## src/rtl/systolic_seq_ctrl_pkg.sv

```systemverilog
// Shared types and helpers for the systolic array sequencer: FSM state encoding,
// drain-length rule and the flat C-bus index used to address PE(i,j) results.
package systolic_pkg;

   typedef enum logic [2:0] {
      S_IDLE  = 3'd0,
      S_CLEAR = 3'd1,
      S_FEED  = 3'd2,
      S_DRAIN = 3'd3,
      S_HOLD  = 3'd4
   } state_t;

   // Cycles for the last operand to cross the array and land in PE(R-1,C-1).
   function automatic int drain_len(input int rows, input int cols);
      return rows + cols - 1;
   endfunction

   function automatic int cbus_idx(input int row, input int col, input int cols);
      return row * cols + col;
   endfunction

endpackage

```

## src/rtl/systolic_seq_ctrl_skew_line.sv

```systemverilog
// Zero-reset delay line of DEPTH stages with a synchronous flush; DEPTH=0 is a
// plain wire.
module skew_line #(
   parameter int W     = 8,
   parameter int DEPTH = 1
) (
   input  logic         clk,
   input  logic         rst_n,
   input  logic         i_clr,
   input  logic [W-1:0] i_d,
   output logic [W-1:0] o_q
);

   if (DEPTH == 0) begin : g_wire
      logic w_unused_ok;
      assign w_unused_ok = clk ^ rst_n ^ i_clr;
      assign o_q = i_d;
   end else begin : g_sr
      logic [W-1:0] r_sr [DEPTH];

      always_ff @(posedge clk or negedge rst_n) begin
         if (!rst_n) begin
            for (int k = 0; k < DEPTH; k++) r_sr[k] <= '0;
         end else if (i_clr) begin
            for (int k = 0; k < DEPTH; k++) r_sr[k] <= '0;
         end else begin
            r_sr[0] <= i_d;
            for (int k = 1; k < DEPTH; k++) r_sr[k] <= r_sr[k-1];
         end
      end

      assign o_q = r_sr[DEPTH-1];
   end

endmodule

```

## src/rtl/systolic_seq_ctrl.sv

```systemverilog
// Sequencer for an output-stationary systolic MAC array: clears, feeds skewed
// operands, drains and hands off the result. SYSTOLIC_SEQ_PERF_EN adds stall_cnt.
module systolic_seq_ctrl
   import systolic_pkg::*;
#(
   parameter int ROW_len = 3,
   parameter int COL_len = 3,
   parameter int DW      = 8,
   parameter int ACCW    = 16,
   parameter int KW      = 8
) (
   input  logic                             clk,
   input  logic                             rst_n,
   input  logic                             start,
   input  logic [KW-1:0]                    k_len,
   input  logic                             in_valid,
   output logic                             in_ready,
   input  logic [ROW_len*DW-1:0]            a_col,
   input  logic [COL_len*DW-1:0]            b_row,
   output logic [ROW_len*DW-1:0]            a_bus,
   output logic [COL_len*DW-1:0]            b_bus,
   output logic                             arr_clr_n,
   input  logic [ROW_len*COL_len*ACCW-1:0]  c_bus,
   output logic [ROW_len*COL_len*ACCW-1:0]  c_out,
   output logic                             out_valid,
   input  logic                             out_ready,
   output logic                             busy,
`ifdef SYSTOLIC_SEQ_PERF_EN
   output logic [15:0]                      stall_cnt,
`endif
   output logic                             done
);

   localparam int D_LEN = drain_len(ROW_len, COL_len);
   localparam int DCW   = $clog2(D_LEN + 1);

   state_t                         r_state, w_next;
   logic [KW-1:0]                  r_k_rem;
   logic [DCW-1:0]                 r_d_cnt;
   logic                           r_clr_n;
   logic [ROW_len*COL_len*ACCW-1:0] r_c_out;
   logic [ROW_len*DW-1:0]          r_a_bus, w_push_a, w_skew_a;
   logic [COL_len*DW-1:0]          r_b_bus, w_push_b, w_skew_b;
   logic                           w_beat, w_capture, w_done, w_flush;

   always_ff @(posedge clk or negedge rst_n) begin
      if (!rst_n) r_state <= S_IDLE;
      else        r_state <= w_next;
   end

   always_comb begin
      w_next    = r_state;
      w_beat    = 1'b0;
      w_capture = 1'b0;
      w_done    = 1'b0;
      in_ready  = 1'b0;
      out_valid = 1'b0;
      busy      = (r_state != S_IDLE);
      w_flush   = (r_state == S_CLEAR);
      case (r_state)
         S_IDLE:  if (start) w_next = S_CLEAR;
         S_CLEAR: w_next = (r_k_rem == '0) ? S_DRAIN : S_FEED;
         S_FEED: begin
            in_ready = 1'b1;
            if (in_valid) begin
               w_beat = 1'b1;
               if (r_k_rem == KW'(1)) w_next = S_DRAIN;
            end
         end
         S_DRAIN: begin
            if (r_d_cnt == '0) begin
               w_capture = 1'b1;
               w_next    = S_HOLD;
            end
         end
         S_HOLD: begin
            out_valid = 1'b1;
            if (out_ready) begin
               w_done = 1'b1;
               w_next = S_IDLE;
            end
         end
         default: w_next = S_IDLE;
      endcase
   end

   always_ff @(posedge clk or negedge rst_n) begin
      if (!rst_n) begin
         r_k_rem <= '0;
         r_d_cnt <= '0;
         r_clr_n <= 1'b1;
         r_c_out <= '0;
      end else begin
         if (r_state == S_IDLE && start) r_k_rem <= k_len;
         else if (w_beat)                r_k_rem <= r_k_rem - KW'(1);
         if (w_next == S_DRAIN && r_state != S_DRAIN) r_d_cnt <= DCW'(D_LEN - 1);
         else if (r_state == S_DRAIN && r_d_cnt != '0) r_d_cnt <= r_d_cnt - DCW'(1);
         // Registered from next state so the clear is low exactly during CLEAR.
         r_clr_n <= (w_next != S_CLEAR);
         if (w_capture) r_c_out <= c_bus;
      end
   end

   // Bubbles push zeros so A and B slip together and add nothing.
   assign w_push_a = w_beat ? a_col : '0;
   assign w_push_b = w_beat ? b_row : '0;

   for (genvar gi = 0; gi < ROW_len; gi++) begin : g_row
      skew_line #(.W(DW), .DEPTH(gi)) u_skew (
         .clk   (clk),
         .rst_n (rst_n),
         .i_clr (w_flush),
         .i_d   (w_push_a[gi*DW +: DW]),
         .o_q   (w_skew_a[gi*DW +: DW])
      );
   end

   for (genvar gj = 0; gj < COL_len; gj++) begin : g_col
      skew_line #(.W(DW), .DEPTH(gj)) u_skew (
         .clk   (clk),
         .rst_n (rst_n),
         .i_clr (w_flush),
         .i_d   (w_push_b[gj*DW +: DW]),
         .o_q   (w_skew_b[gj*DW +: DW])
      );
   end

   always_ff @(posedge clk or negedge rst_n) begin
      if (!rst_n) begin
         r_a_bus <= '0;
         r_b_bus <= '0;
      end else if (w_flush) begin
         r_a_bus <= '0;
         r_b_bus <= '0;
      end else begin
         r_a_bus <= w_skew_a;
         r_b_bus <= w_skew_b;
      end
   end

`ifdef SYSTOLIC_SEQ_PERF_EN
   logic [15:0] r_stall;

   always_ff @(posedge clk or negedge rst_n) begin
      if (!rst_n)                                         r_stall <= '0;
      else if (r_state == S_CLEAR)                        r_stall <= '0;
      else if (r_state == S_FEED && !in_valid && r_stall != 16'hFFFF) r_stall <= r_stall + 16'd1;
   end

   assign stall_cnt = r_stall;
`endif

   assign a_bus     = r_a_bus;
   assign b_bus     = r_b_bus;
   assign arr_clr_n = r_clr_n;
   assign c_out     = r_c_out;
   assign done      = w_done;

endmodule

```

## config.mk

```make
export PLATFORM = sky130hd
export DESIGN_NAME = systolic_seq_ctrl
export DESIGN_NICKNAME = d
export VERILOG_FILES = /design/src/rtl/systolic_seq_ctrl_pkg.sv /design/src/rtl/systolic_seq_ctrl_skew_line.sv /design/src/rtl/systolic_seq_ctrl.sv
export SDC_FILE = /design/constraint.sdc
export NUM_CORES = 1
export LEC_CHECK = 0
export CORE_AREA = 4 4 156 158
export DETAILED_ROUTE_END_ITERATION = 10
export DIE_AREA = 0 0 160 162
export DONT_BUFFER_PORTS = 1
export MAX_ROUTING_LAYER = met4
export PLACE_DENSITY = 0.61
export RECOVER_POWER = 25
export SKIP_CTS_REPAIR_TIMING = 1
export SLEW_MARGIN = 40
export SYNTH_ARGS = -nofsm -noshare
export SYNTH_HDL_FRONTEND = slang
export SYNTH_HIERARCHICAL = 1
export SYNTH_SLANG_ARGS = --single-unit
```

## constraint.sdc

```tcl
create_clock -name clk -period 2.6 [get_ports clk]
set_input_delay 0.52 -clock clk [delete_from_list [all_inputs] [get_ports clk]]
set_output_delay 0.52 -clock clk [all_outputs]
set_load 0.03 [all_outputs]
```

### After elaboration in Yosys (flattened, before gate mapping)

Index checks and enable logic that the tools add are counted.

* add/subtract/negate cells: 2
* equality and inequality tests: 8
* muxes and demuxes: 27
* reduce and logical (&&, ||, !) cells: 10

Operator list (number)
* $mux W24: 4
* $mux W16: 2
* $mux W8: 4
* $mux W3: 7
* $pmux W3 S5: 1
* $eq A3 B2 Y1 const B: 3
* $mux W1: 9
* $eq A8 B1 Y1 const B: 1
* $logic_not A8 Y1: 1
* $sub A8 B1 Y8 const B: 1
* $logic_not A3 Y1: 2
* $reduce_bool A3 Y1: 2
* $reduce_bool A2 Y1: 2
* $eq A3 B1 Y1 const B: 1
* $eq A3 B3 Y1 const B: 1
* $logic_and A1 B1 Y1: 3
* $ne A3 B1 Y1 const B: 1
* $ne A3 B2 Y1 const B: 1
* $sub A3 B1 Y3 const B: 1

* register bits after elaboration: 255
* bits of input ports: 205
* output and inout port bits: 197
* logic and storage cells: 60

### Longest topological paths before layout

* depth after elaboration: 7
* gate-level depth with buffers: 8
* gate-level depth less buffers: 6

### Modules after synthesis

The synthesis kept the hierarchy.

By module, submodules not included
* systolic_seq_ctrl: times used 1, cells an instance 554, area each 8251.7 um^2, seq. area each 5181.2 um^2
* skew_line (g_col[2].u_skew ...): times used 2, cells an instance 41, area each 604.3 um^2, seq. area each 400.4 um^2
* skew_line (g_col[1].u_skew ...): times used 2, cells an instance 16, area each 250.2 um^2, seq. area each 200.2 um^2
* skew_line (g_col[0].u_skew ...): times used 2, cells an instance 8, area each 60.1 um^2, seq. area each 0.0 um^2

### Least setup slack after synthesis

OpenSTA, ideal clock, no wires.

* path kind: register to output
* from: register r_state[1]
* to: output port done
* arrival time: 1.669 ns
* path slack: 0.411 ns
* stages on the path, launching flop included: 4
* path through: dfrtp_1 clkbuf_2 nor3b_1 and2_1

* cells in the longest elaborated chain, start to end: 2

RTL lines
* start: declaration: RTL line systolic_seq_ctrl.sv:37 `state_t r_state, w_next;`
* start signal: assignment: RTL line systolic_seq_ctrl.sv:48 `else r_state <= w_next;`
* $eq A3 B3 Y1: RTL line systolic_seq_ctrl.sv:60 `case (r_state)`
* $mux W1: RTL line systolic_seq_ctrl.sv:60
* end: declaration: RTL line systolic_seq_ctrl.sv:31 `output logic done`

Every way passes these cells.

### Final worst setup path

* from: register r_state[2]
* to: output port done

The elaborated chain is that of the path after synthesis.

==> results.json <==
{
  "cpMaxStageDelayCell": "dfrtp_1",
  "path_class": "reg -> out",
  "hold_path.class": "in -> async",
  "avgRoutedWirePerCell_um": 22.8,
  "whs_ns": -0.313,
  "place_congestion": 0.755,
  "cts_inserted_buffers": 28,
  "cp-startpoint": "r_state[2]",
  "worstMarginPinSlew_ns": 0.571,
  "cap_violations": 0,
  "p_leak_nw": 5.25,
  "drtIter0Drc": 361,
  "top_layer_used": "met4",
  "fin_crit_sh_pct": 88.4,
  "rrSetupSlack_ns": 0.50,
  "wl_met1_mm": 7.81,
  "ys_types": 40,
  "die_w_um": 160,
  "endpoint": "done",
  "portBuffers": 0,
  "regArea_um2": 6380,
  "via_count": 4944,
  "worst-path-buf-inv": 1,
  "cp_data_arrival_time_ns": 1.78,
  "worst_setup_path_end_kind": "primary output",
  "slew_headroom_pct": 61.9,
  "fmax_ghz": 0.435,
  "start_kind": "flop",
  "worstPathRequired_ns": 2.08,
  "rsz0062_at_grt": "false",
  "clockBufferDepth": 3,
  "grt_usage_pct": 17.0,
  "final_common_cell": "dfrtp_1",
  "clk_transition_reported_paths_ns": 0.06,
  "clk_latency_ns": 0.53,
  "final_util_pct": 48.3,
  "crit_cells": 3,
  "ys_seq_elements": 255,
  "core_area_um2": 23100,
  "critPathMaxStageDelay_ns": 0.50,
  "grt_pass1_vias": 5425,
  "dr.pass1.iters": 4,
  "multi_input_area_um2": 3260,
  "hpwl_mm": 16.2,
  "ir_drop_mv": 0.459,
  "maxSlewViolCount": 0,
  "nNetsFinal": 869,
  "dpl_cell_area_um2": 10100,
  "syn_area_um2": 10100,
  "layout.cells.non_filler": 984,
  "layout_common_cells": "dfrtp_1 (254), mux2_2 (95), nor2b_1 (71)",
  "path_delay_family": "simple AND/OR/NAND/NOR gates",
  "yosysWarningCount": 6,
  "ys_seq_area_share_pct": 63.3,
  "worstReg2RegStart": "r_state[2]",
  "critPathMaxFanout": 9,
  "status": "finished, violations left",
  "synth_cells": 684,
  "cts_root_buf": "clkbuf_16",
  "power.density_nw_per_um2": 1410,
  "cts_tree": "yes",
  "wl_met2_mm": 11.8,
  "routed_wl_mm": 22.4,
  "wl_met3_mm": 2.34,
  "numPlacedInstances": 919,
  "start_util_pct": 43.6,
  "drive_gt1_share_pct": 34.4,
  "syn_area_per_cell_um2": 14.7,
  "final_area_um2": 11200,
  "syn_to_final_growth_pct": 10.8,
  "io_pins": 402,
  "setup_violations": 0,
  "routed_via_density": 5.02,
  "fin_skew_ns": 0.0136,
  "dieHeight_um": 162,
  "setup_tns_ns": 0,
  "cts_sinks": 255,
  "violations": "hold timing",
  "h-tree-depth": 1,
  "period_needed_ns": 2.30,
  "r2r_end": "c_out[14]",
  "grt_pass1_wl_mm": 33.6,
  "path_cells": "nor3b_1 -> buf_4 -> and2_1",
  "grt_overflow": 0,
  "antenna_found_initial": 15,
  "r2r_cells": 5,
  "syn_nets": 894,
  "hold_violations": 255,
  "grt_max_degree": 256,
  "ant_nets": 0,
  "power_w": 0.0157,
  "rows": 56,
  "die_area_um2": 25900,
  "fill_cells": 1953,
  "drc": 0
}
==> cells by family (layout without fill, tap and decap cells) <==
| group | after synthesis | in the layout | synth area share [%] |
|---|---|---|---|
| muxes | 144 | 144 | 17.9 |
| buffers and inverters | 69 | 65 | 4.57 |
| other | 0 | 14 | 0 |
| DFF | 255 | 255 | 63.3 |
| adders and majority gates | 5 | 5 | 0.621 |
| AOI/OAI and AO/OA | 14 | 14 | 0.757 |
| and+or+nand+nor | 189 | 189 | 12.1 |
| xor gates and xnor gates | 8 | 8 | 0.695 |
==> synth_stat cells (all sizes together) <==
cell type	number	area, um^2
nand4	1	6.26
dfrtp	254	6360
mux2	144	1810
nor4	1	12.5
or3	1	6.26
o21ai	3	15.0
nand2	7	26.3
nor2b	86	581
xnor2	5	43.8
nor3b	2	15.0
nor3	4	20.0
nor2	13	48.8
and3	1	6.26
o21a	1	7.51
or4	1	7.51
nand3	3	15.0
xor2	3	26.3
nand4b	1	8.76
a21oi	9	45.0
clkbuf	12	46.3
and2b	12	105
inv	6	22.5
nand2b	1	6.26
and2	49	307
dfstp	1	26.3
nor4bb	1	10.0
or2	1	6.26
ha	5	62.6
nand3b	1	7.51
buf	51	392
a211o	1	8.76
and3b	1	8.76
or3b	2	20.0
==> layout make-up <==
type / count / share of cell area, %
diodes: 14 / 0.314
clock buffers: 36 / 7.09
clock inverters: 15 / 1.89
inverters: 6 / 0.202
multi-input cells: 360 / 29.2
flip-flops and latches: 255 / 57.1
well taps: 290 / 3.25
repair buffers: 8 / 0.985
==> per-stage QoR <==
step | hold WS (ns) | setup slack (ns)
5_1_grt | -0.353 | 0.167
6_report | -0.313 | 0.301
4_1_cts | -0.345 | 0.258
2_1_floorplan | 0.224 | 0.411
3_3_place_gp | 0.234 | 0.613
3_5_place_dp | 0.231 | 0.530
==> sequential cells by signal (all words and copies together) (netlist names) <==
register / cells
c_out: 144
a_bus: 24
b_bus: 24
g_col.u_skew/o_q: 16
g_row.u_skew/o_q: 16
g_col.u_skew/g_sr.r_sr: 8
g_row.u_skew/g_sr.r_sr: 8
r_k_rem: 8
r_d_cnt: 3
r_state: 3
arr_clr_n: 1
==> power by group <==
| part | switching, W | internal [W] |
|---|---|---|
| sequential | 0.00357 | 0.00536 |
| combinational | 0.00101 | 0.00159 |
| clock | 0.00155 | 0.00264 |
| total | 0.00613 | 0.00959 |
==> worst reg2reg max path, stage by stage (launching register included) <==
cell and delay (ns):
dfrtp_1 0.47, and3b_1 0.32, nor2b_4 0.19, buf_12 0.17, buf_12 0.33, mux2_2 0.49
==> worst min-delay path by stage <==
stage / cells after the start / to / startpoint
after floorplan: 0 / a_bus[0] / rst_n
after global placement: 0 / a_bus[0] / rst_n
after detailed placement: 0 / a_bus[4] / rst_n
after CTS: 0 / a_bus[4] / rst_n
after global routing: 0 / a_bus[4] / rst_n
final: 0 / a_bus[4] / rst_n
==> layer usage <==
| metal | up-vias | global-route usage, % |
|---|---|---|
| met1 | 2471 | 17.5 |
| met2 | 243 | 29.6 |
| met4 | 0 | 4.97 |
| met5 | - | - |
| met3 | 40 | 7.43 |
| li1 | 2190 | - |
Power figures use the tool's default switching activity.
